`src/rtl/sync_fifo_mem.sv`:
```
// Single-clock FIFO on a register-array memory: pointers, occupancy count,
// full/empty and programmable almost flags, registered read data, sticky errors.
module sync_fifo_mem #(
    parameter int DATASIZE   = 8,
    parameter int ADDRSIZE   = 4,
    parameter int AFULL_LVL  = (1 << ADDRSIZE) - 2,
    parameter int AEMPTY_LVL = 2
) (
    input  logic                clk,
    input  logic                rst_n,
    input  logic                winc,
    input  logic [DATASIZE-1:0] wdata,
    input  logic                rinc,
    input  logic                clr_err,
    output logic [DATASIZE-1:0] rdata,
    output logic                wfull,
    output logic                walmost_full,
    output logic                rempty,
    output logic                ralmost_empty,
    output logic [ADDRSIZE:0]   count,
    output logic                overflow,
    output logic                underflow
);
    localparam int DEPTH = 1 << ADDRSIZE;
    localparam logic [ADDRSIZE:0]   C_DEPTH  = (ADDRSIZE+1)'(DEPTH);
    localparam logic [ADDRSIZE:0]   C_AFULL  = (ADDRSIZE+1)'(AFULL_LVL);
    localparam logic [ADDRSIZE:0]   C_AEMPTY = (ADDRSIZE+1)'(AEMPTY_LVL);
    localparam logic [ADDRSIZE:0]   C_CNT1   = 1;
    localparam logic [ADDRSIZE-1:0] C_PTR1   = 1;

    logic [DATASIZE-1:0] r_mem [DEPTH];
    logic [ADDRSIZE-1:0] r_waddr;
    logic [ADDRSIZE-1:0] r_raddr;
    logic [ADDRSIZE:0]   r_count;
    logic [DATASIZE-1:0] r_rdata;
    logic                r_overflow;
    logic                r_underflow;

    logic                w_full;
    logic                w_empty;
    logic                w_we;
    logic                w_re;

    // Flags decode the registered count only, so no request reaches a flag combinationally.
    assign w_full  = (r_count == C_DEPTH);
    assign w_empty = (r_count == '0);
    assign w_we    = winc && !w_full;
    assign w_re    = rinc && !w_empty;

    // Memory is not reset; writes are suppressed while reset is held.
    always_ff @(posedge clk) begin
        if (w_we && rst_n) begin
            r_mem[r_waddr] <= wdata;
        end
    end

    always_ff @(posedge clk or negedge rst_n) begin
        if (!rst_n) begin
            r_waddr <= '0;
            r_raddr <= '0;
            r_count <= '0;
            r_rdata <= '0;
        end else begin
            if (w_we) begin
                r_waddr <= r_waddr + C_PTR1;
            end
            if (w_re) begin
                r_raddr <= r_raddr + C_PTR1;
                r_rdata <= r_mem[r_raddr];
            end
            case ({w_we, w_re})
                2'b10:   r_count <= r_count + C_CNT1;
                2'b01:   r_count <= r_count - C_CNT1;
                default: r_count <= r_count;
            endcase
        end
    end

    // Error capture: a new error in the same cycle as clr_err keeps the bit set.
    always_ff @(posedge clk or negedge rst_n) begin
        if (!rst_n) begin
            r_overflow  <= 1'b0;
            r_underflow <= 1'b0;
        end else begin
            if (winc && w_full) begin
                r_overflow <= 1'b1;
            end else if (clr_err) begin
                r_overflow <= 1'b0;
            end
            if (rinc && w_empty) begin
                r_underflow <= 1'b1;
            end else if (clr_err) begin
                r_underflow <= 1'b0;
            end
        end
    end

    assign rdata         = r_rdata;
    assign count         = r_count;
    assign wfull         = w_full;
    assign rempty        = w_empty;
    assign walmost_full  = (r_count >= C_AFULL);
    assign ralmost_empty = (r_count <= C_AEMPTY);
    assign overflow      = r_overflow;
    assign underflow     = r_underflow;
endmodule

```
`config.mk`:
```
export PLATFORM = sky130hd
export DESIGN_NAME = sync_fifo_mem
export DESIGN_NICKNAME = d
export VERILOG_FILES = /design/src/rtl/sync_fifo_mem.sv
export SDC_FILE = /design/constraint.sdc
export NUM_CORES = 1
export LEC_CHECK = 0
export ABC_AREA = 1
export CAP_MARGIN = 20
export CORE_MARGIN = 5
export CORE_UTILIZATION = 45
export CTS_BUF_LIST = sky130_fd_sc_hd__clkbuf_8
export CTS_CLUSTER_SIZE = 24
export DETAILED_ROUTE_END_ITERATION = 8
export PLACE_DENSITY = 0.73
export SYNTH_ARGS = -nofsm -noshare
export SYNTH_HDL_FRONTEND = slang
export SYNTH_SLANG_ARGS = --single-unit
```
`constraint.sdc`:
```
create_clock -name clk -period 2.4 [get_ports clk]
set_input_delay 0.48 -clock clk [delete_from_list [all_inputs] [get_ports clk]]
set_output_delay 0.48 -clock clk [all_outputs]
set_load 0.01 [all_outputs]
```
==> results of run 1 <==
[worst max-delay path, delay by kind of cell, from the launching register on]
kind            cells  cell delay [ns]
flops               1             0.44
compound gates      1             0.30
buf+inv             2             0.70
[cell usage after synthesis]
cell / count / area (um^2)
clkinv_1: 2 / 7.51
nand2_2: 2 / 12.5
a31oi_1: 1 / 6.26
ha_1: 9 / 113
o21ai_1: 1 / 5.00
dfrtp_1: 23 / 576
o21ai_0: 7 / 35.0
a21oi_1: 2 / 10.0
nand3_1: 103 / 515
buf_2: 16 / 80.1
edfxtp_1: 128 / 3840
inv_1: 117 / 439
buf_6: 2 / 22.5
xnor2_1: 2 / 17.5
o21bai_1: 1 / 7.51
nor2_2: 1 / 6.26
nand4_1: 2 / 12.5
clkbuf_1: 1 / 3.75
buf_4: 7 / 52.6
o31ai_1: 1 / 7.51
a2111oi_0: 1 / 8.76
nor2_1: 18 / 67.6
fa_1: 1 / 20.0
inv_2: 2 / 7.51
xor2_1: 7 / 61.3
nand2_1: 212 / 796
[layer usage]
metal	global-route usage [%]	vias to the layer above	share of wire (%)
met5	0	-	0
met2	28.6	149	51
li1	-	2241	-
met3	3.13	25	5.3
met4	6.90	0	2.2
met1	21.1	2204	41
[registers in the layout, indices dropped and copies added (netlist names)]
register and count:
r_mem 128, rdata 8, count 5, overflow 1
underflow 1, r_waddr 4, r_raddr 4
[worst paths after layout]
check                                     start                endpoint  slack [ns]  cells past startpoint
max reg2reg                count[1]$_DFFE_PN0P_    count[4]$_DFFE_PN0P_        0.17                     13
min in group clk           rdata[2]$_DFFE_PN0P_    rdata[2]$_DFFE_PN0P_        0.49                      2
min                                       rst_n  r_raddr[1]$_DFFE_PN0P_        0.28                      1
max                        count[1]$_DFFE_PN0P_            walmost_full        0.06                      3
max in group asynchronous                 rst_n    count[3]$_DFFE_PN0P_        1.50                      2
min reg2reg                rdata[2]$_DFFE_PN0P_    rdata[2]$_DFFE_PN0P_        0.49                      2
[logic make-up (layout without fill, tap and decap cells)]
| kind of cell | count (synthesis) | after routing | share of synthesized area, % |
|---|---|---|---|
| buffers and inverters | 147 | 211 | 9.10 |
| and+or+nand+nor | 338 | 338 | 20.9 |
| DFF | 151 | 151 | 65.6 |
| AOI/OAI and AO/OA | 14 | 14 | 1.19 |
| adders and majority gates | 10 | 10 | 1.97 |
| xor gates and xnor gates | 9 | 9 | 1.17 |
[area by class of cell]
class / instances / area [um^2]
inverters: 121 / 454
well taps: 184 / 230
clock inverters: 15 / 138
clock buffers: 17 / 234
multi-input cells: 371 / 1710
flip-flops and latches: 151 / 4420
repair buffers: 58 / 537
fillers: 1236 / 6870
[report_power, final]
part	internal [mW]	switching, mW
registers	3.14	0.218
logic	1.11	1.97
clock network	0.909	0.910
total	5.16	3.09
[through the flow]
stage                     setup slack [ns]  instances  instance area, um^2  hold WS, ns
after global placement               0.113        885                 7340        0.473
after global routing                0.0144        917                 7720        0.260
after floorplan                      0.143        669                 6730        0.184
after detailed placement            0.0275        885                 7340        0.470
after CTS                           0.0499        917                 7720        0.252
final                               0.0602        917                 7720        0.285
[what timing repair did]
action                                  in CTS  in global routing
endpoints found under the setup margin       2                  2
hold buffers                                 0                  0
resized for setup                            3                  2
==> flow_summary.json, run 1 <==
{
  "grt_remaining_overflow": 0,
  "syn_area_per_cell_um2": 10.1,
  "grt_util_all_layers_pct": 16.8,
  "antenna_left": 0,
  "fmax_ghz": 0.427,
  "clkSlewWorstSetupHoldPaths_ns": 0.07,
  "cp_cell_sequence": "inv_1 > o31ai_1 > clkdlybuf4s50_1",
  "io_buffers": 31,
  "hpwl_um": 9390,
  "synth_cell_types": 26,
  "slew_viol_final": 0,
  "hold_viol_final": 0,
  "ys_seq_area_share_pct": 65.6,
  "critPathSlowestCell": "clkdlybuf4s50_1",
  "skew_ns": 0.0100,
  "min_period_ns": 2.34,
  "start_util_pct": 46.2,
  "wl_um": 14300,
  "power_mw": 8.25,
  "dieArea_mm2": 0.0175,
  "powerDensity_mw_per_mm2": 1070,
  "coreArea_mm2": 0.0146,
  "grt_pass1_wl_um": 23300,
  "die_h_um": 132,
  "setup_tns_ns": 0,
  "drc": 0,
  "maxSlewHeadroom_pct": 52.4,
  "required_ns": 1.92,
  "drt_iter0_markers": 323,
  "synth_cells": 669,
  "crit_type": "reg2out",
  "antennaDiodeCount": 0,
  "status": "completed",
  "ys_ff_latch": 151,
  "post_drt_wl_per_cell_um": 15.5,
  "max_stage_delay_ns": 0.60,
  "fin_util_pct": 52.9,
  "fp.dieW_um": 132,
  "p_leak_nw": 3.41,
  "rows": 44,
  "tightest_slew_ns": 0.712,
  "dr.pass1.iters": 5,
  "cts_max_path_buffers": 2,
  "peakVddDrop_uv": 725,
  "yosys_warnings": 0,
  "gp_congestion": 0.835,
  "clkSinkCount": 151,
  "cts_root_buffer": "clkbuf_8",
  "hold_class": "in2async",
  "final_common_cell": "nand2_1",
  "grt_pass1_vias": 4657,
  "postCtsSetupRepairBufs": 0,
  "vias": 4619,
  "fin_nets": 743,
  "layout_common_cells": "nand2_1 (212), edfxtp_1 (128), inv_1 (119)",
  "htreeDepth": 4,
  "viasPerCell": 5.04,
  "pin_count": 32,
  "grt_setup_unrepaired": "false",
  "cap_violations": 0,
  "crit_arrival_ns": 1.86,
  "clkLatencyLatePin_ns": 0.44,
  "synth_nets": 692,
  "antenna_found_initial": 0,
  "area_growth_pct": 14.7,
  "syn_area_mm2": 0.00673,
  "path_max_fanout": 6,
  "critPathLaunchType": "flip-flop",
  "cts_tree": "done",
  "numCtsBuffers": 17,
  "min_period_over_period_pct": 97.5,
  "grt_max_degree": 67,
  "drive_above_1_share_pct": 8.73,
  "worstSetupEndpointType": "output pin",
  "setup_viol": 0
}
Power figures use the tool's default switching activity.
==> run 2: changes to the inputs <==
--- a/config.mk
+++ b/config.mk
@@ -9,7 +9,7 @@
 export CAP_MARGIN = 20
 export CORE_MARGIN = 5
 export CORE_UTILIZATION = 45
-export CTS_BUF_LIST = sky130_fd_sc_hd__clkbuf_8
+export CTS_CLUSTER_DIAMETER = 40
 export CTS_CLUSTER_SIZE = 24
 export DETAILED_ROUTE_END_ITERATION = 8
 export PLACE_DENSITY = 0.73
==> run 2 against run 1 <==
Final area up 2.5%; sequential power is essentially flat; critical path depth unchanged; clock power is 38% higher; fmax increased by 2.0%; total power rose by 8.6%; critical path type unchanged.
==> flow_summary.json, run 2 (same netlist as run 1, synthesis figures left out) <==
{
  "clkSinkCount": 151,
  "grt_util_all_layers_pct": 17.0,
  "grt_remaining_overflow": 0,
  "vias": 4672,
  "crit_type": "reg2out",
  "tightest_slew_ns": 0.711,
  "gp_congestion": 0.835,
  "largest_register_ffs": 128,
  "min_period_ns": 2.29,
  "required_ns": 1.92,
  "wl_um": 14400,
  "path_max_fanout": 6,
  "r2r_slack_ns": 0.17,
  "crit_family": "buffers and inverters",
  "htreeDepth": 4,
  "final_common_cell": "nand2_1",
  "setup_tns_ns": 0,
  "p_leak_nw": 3.49,
  "clkLatencyLatePin_ns": 0.41,
  "io_buffers": 31,
  "grt_pass1_wl_um": 23600,
  "cp_num_buf_inv": 2,
  "fp.dieW_um": 132,
  "grt_pass1_vias": 4714,
  "antenna_found_initial": 0,
  "peakVddDrop_uv": 557,
  "start_util_pct": 46.2,
  "min_period_over_period_pct": 95.6,
  "maxSlewHeadroom_pct": 52.6,
  "numCtsBuffers": 17,
  "rows": 44,
  "drive_above_1_share_pct": 8.73,
  "die_h_um": 132,
  "critPathSlowestCell": "clkdlybuf4s50_1",
  "drt_iter0_markers": 420,
  "crit_arrival_ns": 1.81,
  "cp_cell_sequence": "inv_1 > o31ai_1 > clkdlybuf4s50_1",
  "reg2reg_from": "count[1]$_DFFE_PN0P_",
  "fin_nets": 743,
  "r2r_end": "count[4]$_DFFE_PN0P_",
  "hold_viol_final": 0,
  "post_drt_wl_per_cell_um": 15.7,
  "cts_tree": "done",
  "dieArea_mm2": 0.0175,
  "pin_count": 32,
  "viasPerCell": 5.09,
  "status": "completed",
  "power.switching_mw": 3.19,
  "cp-startpoint": "count[1]$_DFFE_PN0P_",
  "hold_buffers": 0,
  "clkSlewWorstSetupHoldPaths_ns": 0.06,
  "hpwl_um": 9390,
  "fmax_ghz": 0.436,
  "cts_root_buffer": "clkbuf_16",
  "powerDensity_mw_per_mm2": 1130,
  "worstSetupEndpointType": "output pin",
  "p_int_mw": 5.78,
  "slew_viol_final": 0,
  "dr.pass1.iters": 5,
  "drc": 0,
  "hold_class": "in2async",
  "skew_ns": 0.00852,
  "cap_violations": 0,
  "max_stage_delay_ns": 0.59,
  "grt_max_degree": 67,
  "cts_max_path_buffers": 2,
  "fin_area_mm2": 0.00791,
  "power_mw": 8.96,
  "reg2regPathDepth": 13,
  "power_frac_clock_pct": 28.1,
  "combPwrFrac_pct": 34.4,
  "dpl-instance-area_mm2": 0.00734,
  "p_sw_share_pct": 35.5,
  "critPathLaunchType": "flip-flop",
  "dp.cells": 885,
  "largest_register": "r_mem",
  "layout_common_cells": "nand2_1 (212), edfxtp_1 (128), inv_1 (117)",
  "antenna_left": 0,
  "setup_viol": 0,
  "antennaDiodeCount": 0,
  "layoutNonFillerInstCount": 917,
  "coreArea_mm2": 0.0146,
  "area_growth_pct": 17.5,
  "seqPwrFrac_pct": 37.5,
  "grt_setup_unrepaired": "false"
}
==> run 2: final cells by class <==
class,count,area [um^2]
flip-flops and latches,151,4420
inverters,121,454
multi-input cells,371,1710
well taps,184,230
repair buffers,58,537
fillers,1210,6680
clock inverters,13,130
clock buffers,19,433
==> run 2: worst max-delay path by stage <==
stage               slack [ns]                   end  cells after the start
finish                    0.11          walmost_full                      3
global route              0.02  count[4]$_DFFE_PN0P_                     13
CTS                       0.04          walmost_full                      3
detailed placement        0.03  count[4]$_DFFE_PN0P_                     11
global placement          0.11  count[4]$_DFFE_PN0P_                     13
floorplan                 0.14  count[4]$_DFFE_PN0P_                     15
==> run 2: power by group through the flow <==
stage,sequential (mW),clock [mW],combinational [mW]
3_3_place_gp,3.39,0,2.98
3_5_place_dp,3.40,0,3.06
4_1_cts,3.35,2.55,3.09
5_1_grt,3.39,2.67,3.44
6_report,3.36,2.52,3.08
2_1_floorplan,3.39,0,2.03
==> run 2: layer usage <==
layer | vias to the layer above | track usage (%) | share of wire, %
met2 | 165 | 28.6 | 51
li1 | 2247 | - | -
met4 | 0 | 8.37 | 2.9
met3 | 27 | 2.67 | 5.9
met1 | 2233 | 21.4 | 41
met5 | - | 0 | 0
==> run 2: stage by stage <==
stage               setup WS, ns  utilization (%)  hold WS, ns
floorplan                  0.143                -        0.184
global placement           0.113             50.3        0.473
detailed placement        0.0275             50.3        0.470
CTS                       0.0390             54.2        0.296
global route              0.0189             54.2        0.303
finish                     0.106             54.2        0.307
==> run 2: repair_timing <==
action,in CTS,in global routing
gates resized for setup,2,3
endpoints found under the setup margin,1,2
setup buffers,0,0
